--- src/rtl/transmitter_if.sv ---
// Write-side and line-side signals of the UART transmitter.
// The producer uses the master modport and the transmitter uses the slave modport.
interface transmitter_if;
  logic       send;
  logic [7:0] send_data;
  logic       full;
  logic       busy;
  logic       dropped;
  logic       out;

  modport master (output send, output send_data,
                  input full, input busy, input dropped, input out);
  modport slave  (input send, input send_data,
                  output full, output busy, output dropped, output out);
endinterface

--- src/rtl/transmitter.sv ---
// 8N1 UART transmitter fed by a circular byte FIFO.
// Queued frames go out back-to-back, LSB first, and the line output is registered.
module transmitter #(
  parameter int CLKS_PER_BIT = 5208,
  parameter int FIFO_DEPTH   = 16,
  parameter int ADDR_WIDTH   = 4
) (
  input  logic          clock,
  input  logic          reset,
  transmitter_if.slave  bus
);

  typedef enum logic [1:0] {IDLE, START, DATA, STOP} state_t;

  localparam int                  CNT_W    = (CLKS_PER_BIT > 2) ? $clog2(CLKS_PER_BIT) : 1;
  localparam logic [CNT_W-1:0]    BIT_LAST = CNT_W'(CLKS_PER_BIT - 1);
  localparam logic [ADDR_WIDTH:0] DEPTH    = (ADDR_WIDTH + 1)'(FIFO_DEPTH);

  logic [7:0]            mem [FIFO_DEPTH];
  logic [ADDR_WIDTH-1:0] wr_ptr, rd_ptr;
  logic [ADDR_WIDTH:0]   count;
  logic                  push, pop;

  state_t            state, state_n;
  logic [CNT_W-1:0]  bit_cnt, bit_cnt_n;
  logic [2:0]        bit_idx, bit_idx_n;
  logic [7:0]        shift, shift_n;
  logic              out_q, out_n;
  logic              dropped_q;
  logic              bit_end;

  // The full check uses the pre-edge count, so a pop on the same edge does not make room.
  assign push    = bus.send && (count != DEPTH);
  assign bit_end = (bit_cnt == BIT_LAST);

  // NOTE: the storage array has no reset. Emptying the FIFO only needs the pointers
  // and count cleared, and leaving the array unreset lets it map onto plain RAM.
  always_ff @(posedge clock) begin
    if (push) mem[wr_ptr] <= bus.send_data;
  end

  // NOTE: all sequential state uses non-blocking assignments, so every flop samples
  // pre-edge values no matter what order the statements appear in.
  always_ff @(posedge clock or posedge reset) begin
    if (reset) begin
      wr_ptr    <= '0;
      rd_ptr    <= '0;
      count     <= '0;
      dropped_q <= 1'b0;
    end else begin
      if (push) wr_ptr <= wr_ptr + ADDR_WIDTH'(1);
      if (pop)  rd_ptr <= rd_ptr + ADDR_WIDTH'(1);
      case ({push, pop})
        2'b10:   count <= count + (ADDR_WIDTH + 1)'(1);
        2'b01:   count <= count - (ADDR_WIDTH + 1)'(1);
        default: count <= count;
      endcase
      dropped_q <= bus.send && (count == DEPTH);
    end
  end

  always_ff @(posedge clock or posedge reset) begin
    if (reset) begin
      state   <= IDLE;
      bit_cnt <= '0;
      bit_idx <= '0;
      shift   <= '0;
      out_q   <= 1'b1;
    end else begin
      state   <= state_n;
      bit_cnt <= bit_cnt_n;
      bit_idx <= bit_idx_n;
      shift   <= shift_n;
      out_q   <= out_n;
    end
  end

  // NOTE: every signal written here gets a default first, so no path can infer a latch.
  always_comb begin
    state_n   = state;
    bit_cnt_n = bit_cnt;
    bit_idx_n = bit_idx;
    shift_n   = shift;
    pop       = 1'b0;

    case (state)
      IDLE: begin
        if (count != '0) begin
          pop       = 1'b1;
          shift_n   = mem[rd_ptr];
          bit_cnt_n = '0;
          bit_idx_n = '0;
          state_n   = START;
        end
      end
      START: begin
        if (bit_end) begin
          bit_cnt_n = '0;
          bit_idx_n = '0;
          state_n   = DATA;
        end else begin
          bit_cnt_n = bit_cnt + CNT_W'(1);
        end
      end
      DATA: begin
        if (bit_end) begin
          bit_cnt_n = '0;
          if (bit_idx == 3'd7) state_n = STOP;
          else                 bit_idx_n = bit_idx + 3'd1;
        end else begin
          bit_cnt_n = bit_cnt + CNT_W'(1);
        end
      end
      STOP: begin
        if (bit_end) begin
          bit_cnt_n = '0;
          if (count != '0) begin
            pop       = 1'b1;
            shift_n   = mem[rd_ptr];
            bit_idx_n = '0;
            state_n   = START;
          end else begin
            state_n   = IDLE;
          end
        end else begin
          bit_cnt_n = bit_cnt + CNT_W'(1);
        end
      end
      default: state_n = IDLE;
    endcase

    // The line level is decoded from the next state, so out changes on the same edge as the state.
    case (state_n)
      START:   out_n = 1'b0;
      DATA:    out_n = shift_n[bit_idx_n];
      default: out_n = 1'b1;
    endcase
  end

  assign bus.out     = out_q;
  assign bus.dropped = dropped_q;
  assign bus.full    = (count == DEPTH);
  assign bus.busy    = (state != IDLE) || (count != '0);

endmodule
--- src/flat_wrapper.sv ---
// flat-port wrapper written by rule: the top's interface ports become plain ports
module transmitter_flat 
#(
  parameter int CLKS_PER_BIT = 5208,
  parameter int FIFO_DEPTH   = 16,
  parameter int ADDR_WIDTH   = 4
)
  (clock, reset, bus_send, bus_send_data, bus_full, bus_busy, bus_dropped, bus_out);
  transmitter_if bus_i ();
  input  logic clock;
  input  logic reset;
  input wire logic [$bits(bus_i.send)-1:0] bus_send;
  input wire logic [$bits(bus_i.send_data)-1:0] bus_send_data;
  output wire logic [$bits(bus_i.full)-1:0] bus_full;
  output wire logic [$bits(bus_i.busy)-1:0] bus_busy;
  output wire logic [$bits(bus_i.dropped)-1:0] bus_dropped;
  output wire logic [$bits(bus_i.out)-1:0] bus_out;
  assign bus_i.send = bus_send;
  assign bus_i.send_data = bus_send_data;
  assign bus_full = bus_i.full;
  assign bus_busy = bus_i.busy;
  assign bus_dropped = bus_i.dropped;
  assign bus_out = bus_i.out;
  transmitter #(.CLKS_PER_BIT(CLKS_PER_BIT), .FIFO_DEPTH(FIFO_DEPTH), .ADDR_WIDTH(ADDR_WIDTH)) u_core (.clock(clock), .reset(reset), .bus(bus_i));
endmodule
--- config.mk ---
export PLATFORM = sky130hd
export DESIGN_NAME = transmitter_flat
export DESIGN_NICKNAME = d
export VERILOG_FILES = /design/src/rtl/transmitter_if.sv /design/src/rtl/transmitter.sv /design/src/flat_wrapper.sv
export SDC_FILE = /design/constraint.sdc
export NUM_CORES = 1
export LEC_CHECK = 0
export BUFFER_PORTS_ARGS = -buffer_cell sky130_fd_sc_hd__clkbuf_2
export CORE_ASPECT_RATIO = 0.5
export CORE_MARGIN = 8
export CORE_UTILIZATION = 45
export DETAILED_ROUTE_END_ITERATION = 12
export HOLD_SLACK_MARGIN = 0.03
export PLACE_DENSITY = 0.6
export SLEW_MARGIN = 20
export SYNTH_ARGS = -nofsm -noshare
export SYNTH_HDL_FRONTEND = slang
export SYNTH_SLANG_ARGS = --single-unit
export TNS_END_PERCENT = 10
--- constraint.sdc ---
create_clock -name clock -period 4.3 [get_ports clock]
set_input_delay 0.43 -clock clock [delete_from_list [all_inputs] [get_ports clock]]
set_output_delay 0.43 -clock clock [all_outputs]
set_load 0.05 [all_outputs]
==> results.sh, run 1 <==
export IMPL_status="finished, final reports clean"
export IMPL_synthSimpleGateAreaFrac_pct=8.23
export IMPL_grt_ovfl_total=0
export IMPL_drv_slew=0
export IMPL_cts_buffers=17
export IMPL_powerDensity_mw_per_mm2=465
export IMPL_cts_sinks=169
export IMPL_finalCriticalPeriod_ns=3.24
export IMPL_synth_fp_nets=558
export IMPL_worstMarginPinSlew_ns=0.961
export IMPL_worst_slack_ns=1.06
export IMPL_synth_top_family_by_area="compound AO/OA/AOI/OAI gates"
export IMPL_power_frac_seq_pct=51.6
export IMPL_nets=576
export IMPL_cpMaxStageDelayCell="nor4b_4"
export IMPL_place_congestion=0.866
export IMPL_drive_gt1_share_pct=19.1
export IMPL_drt_initial_drc_count=340
export IMPL_netlist_top_cell_by_area="edfxtp_1"
export IMPL_syn_avg_cell_area_um2=14.3
export IMPL_skew_ns=0.0150
export IMPL_synth_cells=533
export IMPL_synthToLayoutAreaGrowth_pct=11.8
export IMPL_wl_mm=16.3
export IMPL_antenna_found_initial=0
export IMPL_min_period_over_period_pct=75.4
export IMPL_hpwl_mm=10.7
export IMPL_synth_xor_area_share_pct=1.49
export IMPL_crit_fanout=9
export IMPL_firstDrtPassIters=5
export IMPL_ioPinCount=15
export IMPL_slew_headroom_pct=35.9
export IMPL_netSwitchingFraction_pct=27.2
export IMPL_critPathMostFrequentCell="ha_1"
export IMPL_max_cap_violations=0
export IMPL_synthTopCellsByArea="edfxtp_1 (50%), dfrtp_1 (13%), mux4_2 (4.7%), mux2_2 (2.5%), mux2i_1 (2.5%)"
export IMPL_setup_tns_ns=0
export IMPL_post_synth_top_count_cell="edfxtp_1"
export IMPL_p_clk_share_pct=38.5
export IMPL_rsz0062_at_grt="no"
export IMPL_synth_cell_types=62
export IMPL_required_ns=4.64
export IMPL_startpoint_type="register"
export IMPL_core_mm2=0.0165
export IMPL_dr_total_vias=4485
export IMPL_synth_adder_area_share_pct=2.30
export IMPL_die_area_mm2=0.0216
export IMPL_cts_setup_buffers=0
export IMPL_start_util_pct=46.3
export IMPL_ys_ff_latch=169
export IMPL_crit_buf_inv=0
export IMPL_async_flop_share_pct=24.3
export IMPL_rows=33
export IMPL_yosysSeqAreaShare_pct=63.9
export IMPL_cp_top_family="simple AND/OR/NAND/NOR gates"
export IMPL_clk_pin_slew_ns=0.07
export IMPL_stdcell_count=791
export IMPL_p_switching_mw=1.08
export IMPL_critical_path_max_stage_delay_ns=0.56
export IMPL_p_comb_share_pct=9.9
export IMPL_cts_path_max_buffers=2
export IMPL_grt_pass1_wl_mm=25.7
export IMPL_worstHoldPathType="input pin to async pin"
export IMPL_avgRoutedWirePerCell_um=20.6
export IMPL_io_buffers=14
export IMPL_grt_usage_pct=15.5
export IMPL_grt_max_degree=42
export IMPL_synthTopCellsByCount="edfxtp_1 (128), dfrtp_1 (40), inv_1 (37)"
export IMPL_grt_pass1_vias=4534
export IMPL_ant_nets=0
export IMPL_synth_edf_count=128
export IMPL_fmax_mhz=308
export IMPL_setup_violations=0
export IMPL_h_tree_depth=4
export IMPL_drc_errors=0
export IMPL_mappedNetlistArea_mm2=0.00763
export IMPL_leakage_nw=3.16
export IMPL_die_y_um=108
export IMPL_end_kind="register"
export IMPL_cts_tree="built"
export IMPL_final_hold_viol_count=0
export IMPL_stdcell_area_mm2=0.00853
export IMPL_arrival_ns=3.58
export IMPL_synth_top_area_share_pct=50.4
export IMPL_ys_warn_count=0
export IMPL_die_x_um=200
export IMPL_placed_area_mm2=0.00794
export IMPL_synth_compound_gate_area_share_pct=11.0
export IMPL_worstPathCellList="nor4b_4 > a41oi_2 > nor3_2 > ha_1 > xor2_1 > ha_1 > nor4bb_1 > a21oi_1 > o22a_1 > nor2_1 > xnor2_1"
export IMPL_insertion_delay_ns=0.43
export IMPL_vdd_ir_drop_worst_v=0.000272
export IMPL_vias_per_cell=5.67
export IMPL_synth_mux_area_share_pct=9.87
export IMPL_crit_type="register to register"
export IMPL_holdWs_ns=0.185
export IMPL_internal_power_mw=2.89
export IMPL_diodes=0
export IMPL_cts_root_buf="clkbuf_16"
export IMPL_cts_resized=0
export IMPL_dpl_cell_count=759
export IMPL_synth_flop_cell="edfxtp_1"
export IMPL_ctsHoldBuffers=0
export IMPL_place_ws_ns=1.13
[metrics by stage]
stage,power [mW],utilization [%]
global route,4.11,51.8
floorplan,2.33,-
detailed placement,2.47,48.2
CTS,3.99,51.8
finish,3.97,51.8
global placement,2.46,48.2
[final timing paths]
path                                   start                 end  slack, ns  cells past startpoint
hold / removal                         reset  u_core.bus.dropped       0.18                      2
hold reg to reg            u_core.bit_cnt[0]   u_core.bit_cnt[0]       0.53                      1
setup / recovery           u_core.bit_cnt[3]     u_core.count[4]       1.06                     11
max in group asynchronous              reset    u_core.rd_ptr[0]       3.49                      2
min in group clock                  bus_send  u_core.bus.dropped       0.32                      2
setup reg to reg           u_core.bit_cnt[3]     u_core.count[4]       1.06                     11
[registers in the layout, summed over array words and instances (netlist names)]
| register | count |
|---|---|
| u_core.bus.out | 1 |
| u_core.bus.dropped | 1 |
| u_core.shift | 8 |
| u_core.count | 5 |
| u_core.bit_idx | 3 |
| u_core.rd_ptr | 4 |
| u_core.mem | 128 |
| u_core.wr_ptr | 4 |
| u_core.bit_cnt | 13 |
| u_core.state | 2 |
[worst register-to-register path: cells and delay by family, from the launching register on]
| kind | cells | cell delay, ns |
|---|---|---|
| simple gates | 4 | 1.17 |
| fa+ha+maj | 2 | 0.57 |
| xor+xnor | 2 | 0.33 |
| flops | 1 | 0.44 |
| compound gates | 3 | 0.66 |
[power by group through the flow]
stage | Sequential (mW) | Clock [mW] | Combinational (mW)
after floorplan | 2.01 | 0 | 0.315
after CTS | 2.05 | 1.55 | 0.397
after global placement | 2.08 | 0 | 0.389
after detailed placement | 2.08 | 0 | 0.395
final | 2.05 | 1.53 | 0.392
after global routing | 2.07 | 1.61 | 0.438
[layout make-up]
type,count,area [µm²]
fill,1376,7950
sequential,169,4870
multi-input combinational,301,2510
clock buffer,18,429
tap,227,284
clock inverter,14,158
inverter,40,150
timing repair buffer,22,130
[kinds of logic after synthesis]
family	Yosys count
buf+inv	63
flops	169
xor+xnor	13
fa+ha+maj	14
simple gates	111
compound gates	110
mux	53
[layout by cell type, fill, tap and decap left out, types with 6 or more instances in the layout]
cell	synthesis	layout
and3_1	11	11
clkbuf_16	0	17
dfrtp_1	40	39
o221ai_1	8	8
nand2b_1	7	7
xnor2_1	7	7
a221o_1	8	8
o21ai_0	22	22
a31oi_1	6	6
nor3_1	10	10
mux2_2	17	17
mux4_2	16	16
xor2_1	6	6
inv_1	37	36
nand2_1	34	34
ha_1	14	14
edfxtp_1	128	128
mux2i_1	19	19
a21oi_1	7	7
buf_4	2	8
clkbuf_2	0	14
o22ai_1	10	10
nor2_1	21	21
a211oi_1	21	21
[per-layer routing]
metal  vias up  track usage, %  share of wire (%)
li1       2098               -                  -
met1      2259            21.3                 48
met2       121            24.5                 46
met3         7            4.24                5.4
met4         0            3.42               0.63
met5         -               0                  0
Power figures use the tool's default switching activity.
==> run 2: changes to the inputs <==
Settings changed: ABC_AREA set to 1.
Clock period 4.3 ns to 3.25 ns, I/O delays scaled along.
==> results.sh, run 2 <==
export IMPL_min_period_over_period_pct=89.2
export IMPL_synth_cell_types=33
export IMPL_crit_fanout=14
export IMPL_synth_fp_nets=853
export IMPL_cts_resized=0
export IMPL_p_clk_share_pct=38.3
export IMPL_die_area_mm2=0.0224
export IMPL_wl_mm=18.1
export IMPL_diodes=0
export IMPL_cpMaxStageDelayCell="dfrtp_1"
export IMPL_critical_path_max_stage_delay_ns=0.39
export IMPL_layout_commonest_cell="nand2_1"
export IMPL_clk_pin_slew_ns=0.07
export IMPL_crit_start="u_core.bit_cnt[0]"
export IMPL_dr_total_vias=5638
export IMPL_rows=34
export IMPL_end_kind="register"
export IMPL_setup_tns_ns=0
export IMPL_synthTopCellsByCount="nand2_1 (261), edfxtp_1 (128), nand3_1 (93)"
export IMPL_avgRoutedWirePerCell_um=16.6
export IMPL_powerDensity_mw_per_mm2=586
export IMPL_crit_type="register to register"
export IMPL_cts_sinks=169
export IMPL_cts_buffers=17
export IMPL_drive_gt1_share_pct=9.21
export IMPL_die_y_um=110
export IMPL_die_x_um=204
export IMPL_r2r_setup_slack_ns=0.35
export IMPL_synthTopCellsByArea="edfxtp_1 (49%), dfrtp_1 (13%), nand2_1 (12%), nand3_1 (5.9%), inv_1 (4.1%)"
export IMPL_p_switching_mw=1.46
export IMPL_largest_register="u_core.mem"
export IMPL_worstHoldPathType="input pin to async pin"
export IMPL_ys_ff_latch=169
export IMPL_worstMarginPinSlew_ns=0.903
export IMPL_antenna_found_initial=0
export IMPL_grt_pass1_wl_mm=29.0
export IMPL_start_util_pct=45.7
export IMPL_io_buffers=14
export IMPL_grt_max_degree=67
export IMPL_grt_ovfl_total=0
export IMPL_internal_power_mw=3.72
export IMPL_firstDrtPassIters=5
export IMPL_synth_mux_area_share_pct=0
export IMPL_hpwl_mm=11.4
export IMPL_ys_warn_count=0
export IMPL_rsz0062_at_grt="no"
export IMPL_max_cap_violations=0
export IMPL_netlist_top_cell_by_area="edfxtp_1"
export IMPL_p_comb_share_pct=11.0
export IMPL_crit_end="u_core.count[4]"
export IMPL_final_hold_viol_count=0
export IMPL_core_mm2=0.0173
export IMPL_required_ns=3.56
export IMPL_status="finished, final reports clean"
export IMPL_grt_pass1_vias=5260
export IMPL_drc_errors=0
export IMPL_stdcell_count=1092
export IMPL_drt_initial_drc_count=436
export IMPL_reg2reg_to="u_core.count[4]"
export IMPL_leakage_nw=3.75
export IMPL_synth_top_family_by_area="simple AND/OR/NAND/NOR gates"
export IMPL_cts_path_max_buffers=2
export IMPL_total_power_mw=5.18
export IMPL_grt_usage_pct=16.9
export IMPL_startpoint_type="register"
export IMPL_layout_common_cells="nand2_1 (261), edfxtp_1 (128), nand3_1 (93)"
export IMPL_vdd_ir_drop_worst_v=0.000352
export IMPL_top_regs="u_core.mem: 128 flops, u_core.bit_cnt: 13 flops, u_core.shift: 8 flops"
export IMPL_synth_edf_count=128
export IMPL_placed_area_mm2=0.00825
export IMPL_setup_violations=0
export IMPL_synth_cells=828
export IMPL_syn_avg_cell_area_um2=9.56
export IMPL_cts_root_buf="clkbuf_16"
export IMPL_vias_per_cell=5.16
export IMPL_netSwitchingFraction_pct=28.2
export IMPL_skew_ns=0.0150
export IMPL_ant_nets=0
export IMPL_num_fill_cells=1527
export IMPL_fmax_mhz=345
export IMPL_crit_buf_inv=3
export IMPL_ctsHoldBuffers=0
export IMPL_insertion_delay_ns=0.43
export IMPL_drv_slew=0
export IMPL_synth_flop_cell="edfxtp_1"
export IMPL_largest_reg_flops=128
export IMPL_synth_adder_area_share_pct=2.21
export IMPL_slew_headroom_pct=39.6
export IMPL_power_frac_seq_pct=50.8
export IMPL_mappedNetlistArea_mm2=0.00792
export IMPL_r2r_start="u_core.bit_cnt[0]"
export IMPL_r2r_cells=19
export IMPL_cts_tree="built"
export IMPL_place_congestion=0.888
export IMPL_dpl_cell_count=1061
export IMPL_synthToLayoutAreaGrowth_pct=11.6
export IMPL_synth_top_area_share_pct=48.5
export IMPL_worstPathCellList="ha_1 > nand2_1 > nor2_4 > nand3_4 > nand2_4 > nand4_4 > inv_1 > ha_2 > nand2_1 > inv_1 > nor2_1 > ha_1 > a21oi_1 > nor2_1 > inv_1 > nor2_1 > a21oi_1 > o21ai_0 > xor2_1"
export IMPL_post_synth_top_count_cell="nand2_1"
export IMPL_cp_top_family="simple AND/OR/NAND/NOR gates"
export IMPL_cts_setup_buffers=0
export IMPL_h_tree_depth=4
export IMPL_crit_cells=19
export IMPL_synth_xor_area_share_pct=1.88
export IMPL_async_flop_share_pct=24.3
export IMPL_synthSimpleGateAreaFrac_pct=24.4
export IMPL_stdcell_area_mm2=0.00884
export IMPL_synth_compound_gate_area_share_pct=3.63
export IMPL_finalCriticalPeriod_ns=2.90
export IMPL_ioPinCount=15
export IMPL_arrival_ns=3.21
export IMPL_yosysSeqAreaShare_pct=61.5
export IMPL_nets=871
==> run 2: cell types whose count changed after synthesis, moves of 11 or more <==
cell      change
and3_1       -11
nand4_1      +11
mux2_2       -17
mux2i_1      -19
nand2_1     +227
mux4_2       -16
nor2_1       +45
inv_1        +50
buf_2        +13
a211oi_1     -21
nand3_1      +89
==> run 2: logic make-up (layout without fill, tap and decap cells) <==
group	Yosys count	after routing
buffers and inverters	125	155
XOR/XNOR	17	17
adder cells (fa/ha/maj)	14	14
AO/OA/AOI/OAI	53	53
flip-flops	169	169
AND/OR/NAND/NOR	450	450
==> run 2: per-stage QoR <==
stage / setup slack (ns) / utilization, % / hold slack [ns]
after global placement: 0.422 / 47.7 / 0.514
final: 0.352 / 51.0 / 0.0733
after floorplan: 0.341 / - / 0.424
after detailed placement: 0.309 / 47.7 / 0.503
after global routing: 0.0356 / 51.0 / 0.124
after CTS: 0.301 / 51.0 / 0.0996
==> run 2: cell type report <==
type | count | area (µm²) | share of cell area [%]
Inverter | 97 | 364 | 4.12
Multi-Input combinational cell | 534 | 2550 | 28.8
Sequential cell | 169 | 4870 | 55.1
Clock inverter | 14 | 155 | 1.76
Tap cell | 234 | 293 | 3.31
Clock buffer | 17 | 425 | 4.81
Timing Repair Buffer | 27 | 180 | 2.04
==> run 2: worst min-delay path by stage <==
stage / startpoint / to / slack [ns]
global route: bus_send / u_core.bus.dropped / 0.12
finish: reset / u_core.count[4] / 0.07
CTS: reset / u_core.count[2] / 0.1
floorplan: bus_send_data[0] / u_core.mem[0][0] / 0.42
global placement: u_core.shift[4] / u_core.shift[4] / 0.51
detailed placement: u_core.shift[5] / u_core.shift[5] / 0.50
==> run 2: power groups by stage <==
stage	combinational, mW	clock (mW)	sequential, mW
floorplan	0.379	0	2.66
global placement	0.555	0	2.67
detailed placement	0.566	0	2.67
CTS	0.571	2.01	2.63
global route	0.638	2.10	2.65
finish	0.567	1.98	2.63
==> run 2: per-layer routing <==
layer	vias up	wire [µm]	track usage [%]	part of all wire [%]
met5	-	0	0	0
met4	0	289	5.35	1.6
met3	19	786	3.29	4.3
met2	137	8200	26.3	45
met1	2722	8820	23.6	49
li1	2760	-	-	-
==> run 3: changes to the inputs <==
Settings changed: ABC_AREA 1 to 0.
==> results.sh, run 3 (synthesized netlist as in run 1, its figures left out) <==
export IMPL_status="finished, final reports clean"
export IMPL_drt_initial_drc_count=463
export IMPL_slew_headroom_pct=39.9
export IMPL_start_util_pct=46.3
export IMPL_worstHoldPathType="input pin to async pin"
export IMPL_grt_usage_pct=16.0
export IMPL_min_period_over_period_pct=92.3
export IMPL_dpl_cell_count=775
export IMPL_required_ns=3.59
export IMPL_drc_errors=0
export IMPL_h_tree_depth=4
export IMPL_avgRoutedWirePerCell_um=21.1
export IMPL_die_x_um=200
export IMPL_grt_use_met2_pct=25.1
export IMPL_max_cap_violations=0
export IMPL_worstMarginPinSlew_ns=0.899
export IMPL_grt_pass1_wl_mm=26.4
export IMPL_drv_slew=0
export IMPL_stdcell_area_mm2=0.00871
export IMPL_dr_total_vias=4681
export IMPL_use_met3_pct=3.58
export IMPL_firstDrtPassIters=6
export IMPL_layout_commonest_cell="edfxtp_1"
export IMPL_cts_sinks=169
export IMPL_startpoint_type="register"
export IMPL_ant_nets=0
export IMPL_grt_pass1_vias=4519
export IMPL_insertion_delay_ns=0.43
export IMPL_core_mm2=0.0165
export IMPL_drive_gt1_share_pct=22.1
export IMPL_layout_common_cells="edfxtp_1 (128), dfrtp_1 (39), inv_1 (36)"
export IMPL_finalCriticalPeriod_ns=3.00
export IMPL_leakage_nw=3.28
export IMPL_cts_path_max_buffers=2
export IMPL_ioPinCount=15
export IMPL_end_kind="register"
export IMPL_skew_ns=0.0127
export IMPL_final_hold_viol_count=0
export IMPL_die_area_mm2=0.0216
export IMPL_cts_buffers=17
export IMPL_stdcell_count=810
export IMPL_io_buffers=14
export IMPL_diodes=0
export IMPL_clk_pin_slew_ns=0.07
export IMPL_rows=33
export IMPL_largest_reg_flops=128
export IMPL_powerDensity_mw_per_mm2=602
export IMPL_crit_type="register to register"
export IMPL_top_regs="u_core.mem: 128 flops, u_core.bit_cnt: 13 flops, u_core.shift: 8 flops"
export IMPL_grtUsageMet1_pct=22.2
export IMPL_fmax_mhz=333
export IMPL_r2r_cells=12
export IMPL_wl_mm=17.1
export IMPL_antenna_found_initial=0
export IMPL_reg2reg_to="u_core.count[4]"
export IMPL_arrival_ns=3.34
export IMPL_die_y_um=108
export IMPL_r2r_start="u_core.count[1]"
export IMPL_grt_max_degree=52
export IMPL_hpwl_mm=11.1
export IMPL_placed_area_mm2=0.00808
export IMPL_grt_ovfl_total=0
export IMPL_setup_violations=0
export IMPL_cts_root_buf="clkbuf_16"
export IMPL_r2r_setup_slack_ns=0.25
export IMPL_nets=596
export IMPL_vdd_ir_drop_worst_v=0.000385
export IMPL_ctsHoldBuffers=0
export IMPL_vias_per_cell=5.78
export IMPL_cts_tree="built"
export IMPL_largest_register="u_core.mem"
export IMPL_grt_busiest_layer="met2"
export IMPL_crit_end="u_core.count[4]"
export IMPL_place_congestion=0.850
export IMPL_crit_start="u_core.count[1]"
export IMPL_synthToLayoutAreaGrowth_pct=14.1
export IMPL_crit_fanout=9
run 3: cell type report:
cell class | instances | area [µm²]
inverter | 40 | 150
multi-input combinational | 301 | 2520
sequential | 169 | 4870
clock buffer | 17 | 425
tap | 227 | 284
clock inverter | 14 | 149
fill | 1365 | 7770
timing repair buffer | 42 | 305
run 3: how the worst min path moves through the flow:
stage,startpoint,end,depth (start not counted),slack (ns)
detailed placement,u_core.bit_cnt[1],u_core.bit_cnt[1],1,0.53
floorplan,bus_send_data[0],u_core.mem[0][0],0,0.42
global placement,u_core.bit_cnt[0],u_core.bit_cnt[0],1,0.51
CTS,reset,u_core.shift[1],2,0.12
global route,reset,u_core.count[0],2,0.15
finish,reset,u_core.count[0],2,0.08
run 3: metrics by stage:
step	utilization [%]	hold slack, ns	TNS (ns)	setup WS (ns)	total power, mW
after global placement	49.1	0.510	0	0.0580	3.30
final	52.8	0.0795	0	0.249	5.24
after global routing	52.8	0.153	-0.00446	-0.00446	5.44
after detailed placement	49.1	0.527	-0.0223	-0.0223	3.32
after CTS	52.6	0.118	0	0.176	5.28
after floorplan	-	0.424	0	0.0210	3.09
run 3: power breakdown:
group	switching [mW]	leakage (nW)	internal (mW)
clock	0.945	0.282	1.03
sequential	0.151	1.67	2.55
combinational	0.370	1.33	0.202
total	1.47	3.28	3.78
run 3: per-layer routing:
metal / wire length (µm) / up-vias
li1: - / 2140
met1: 8280 / 2403
met2: 7900 / 119
met3: 726 / 19
met4: 165 / 0
met5: 0 / -
run 3: critical path: stages (launching register included):
cell	delay, ns
dfrtp_1	0.49
or4_1	0.58
nor2_1	0.28
nor3_4	0.08
buf_12	0.15
ha_1	0.21
xor2_1	0.13
ha_1	0.24
nor4bb_1	0.24
a21oi_1	0.07
o22a_1	0.20
nor2_1	0.12
xnor2_1	0.13
run 3: timing repair:
item	CTS	global route
endpoints found under the setup margin	1	1
buffers inserted	0	4
pin swaps	0	1
gates resized for setup	1	0
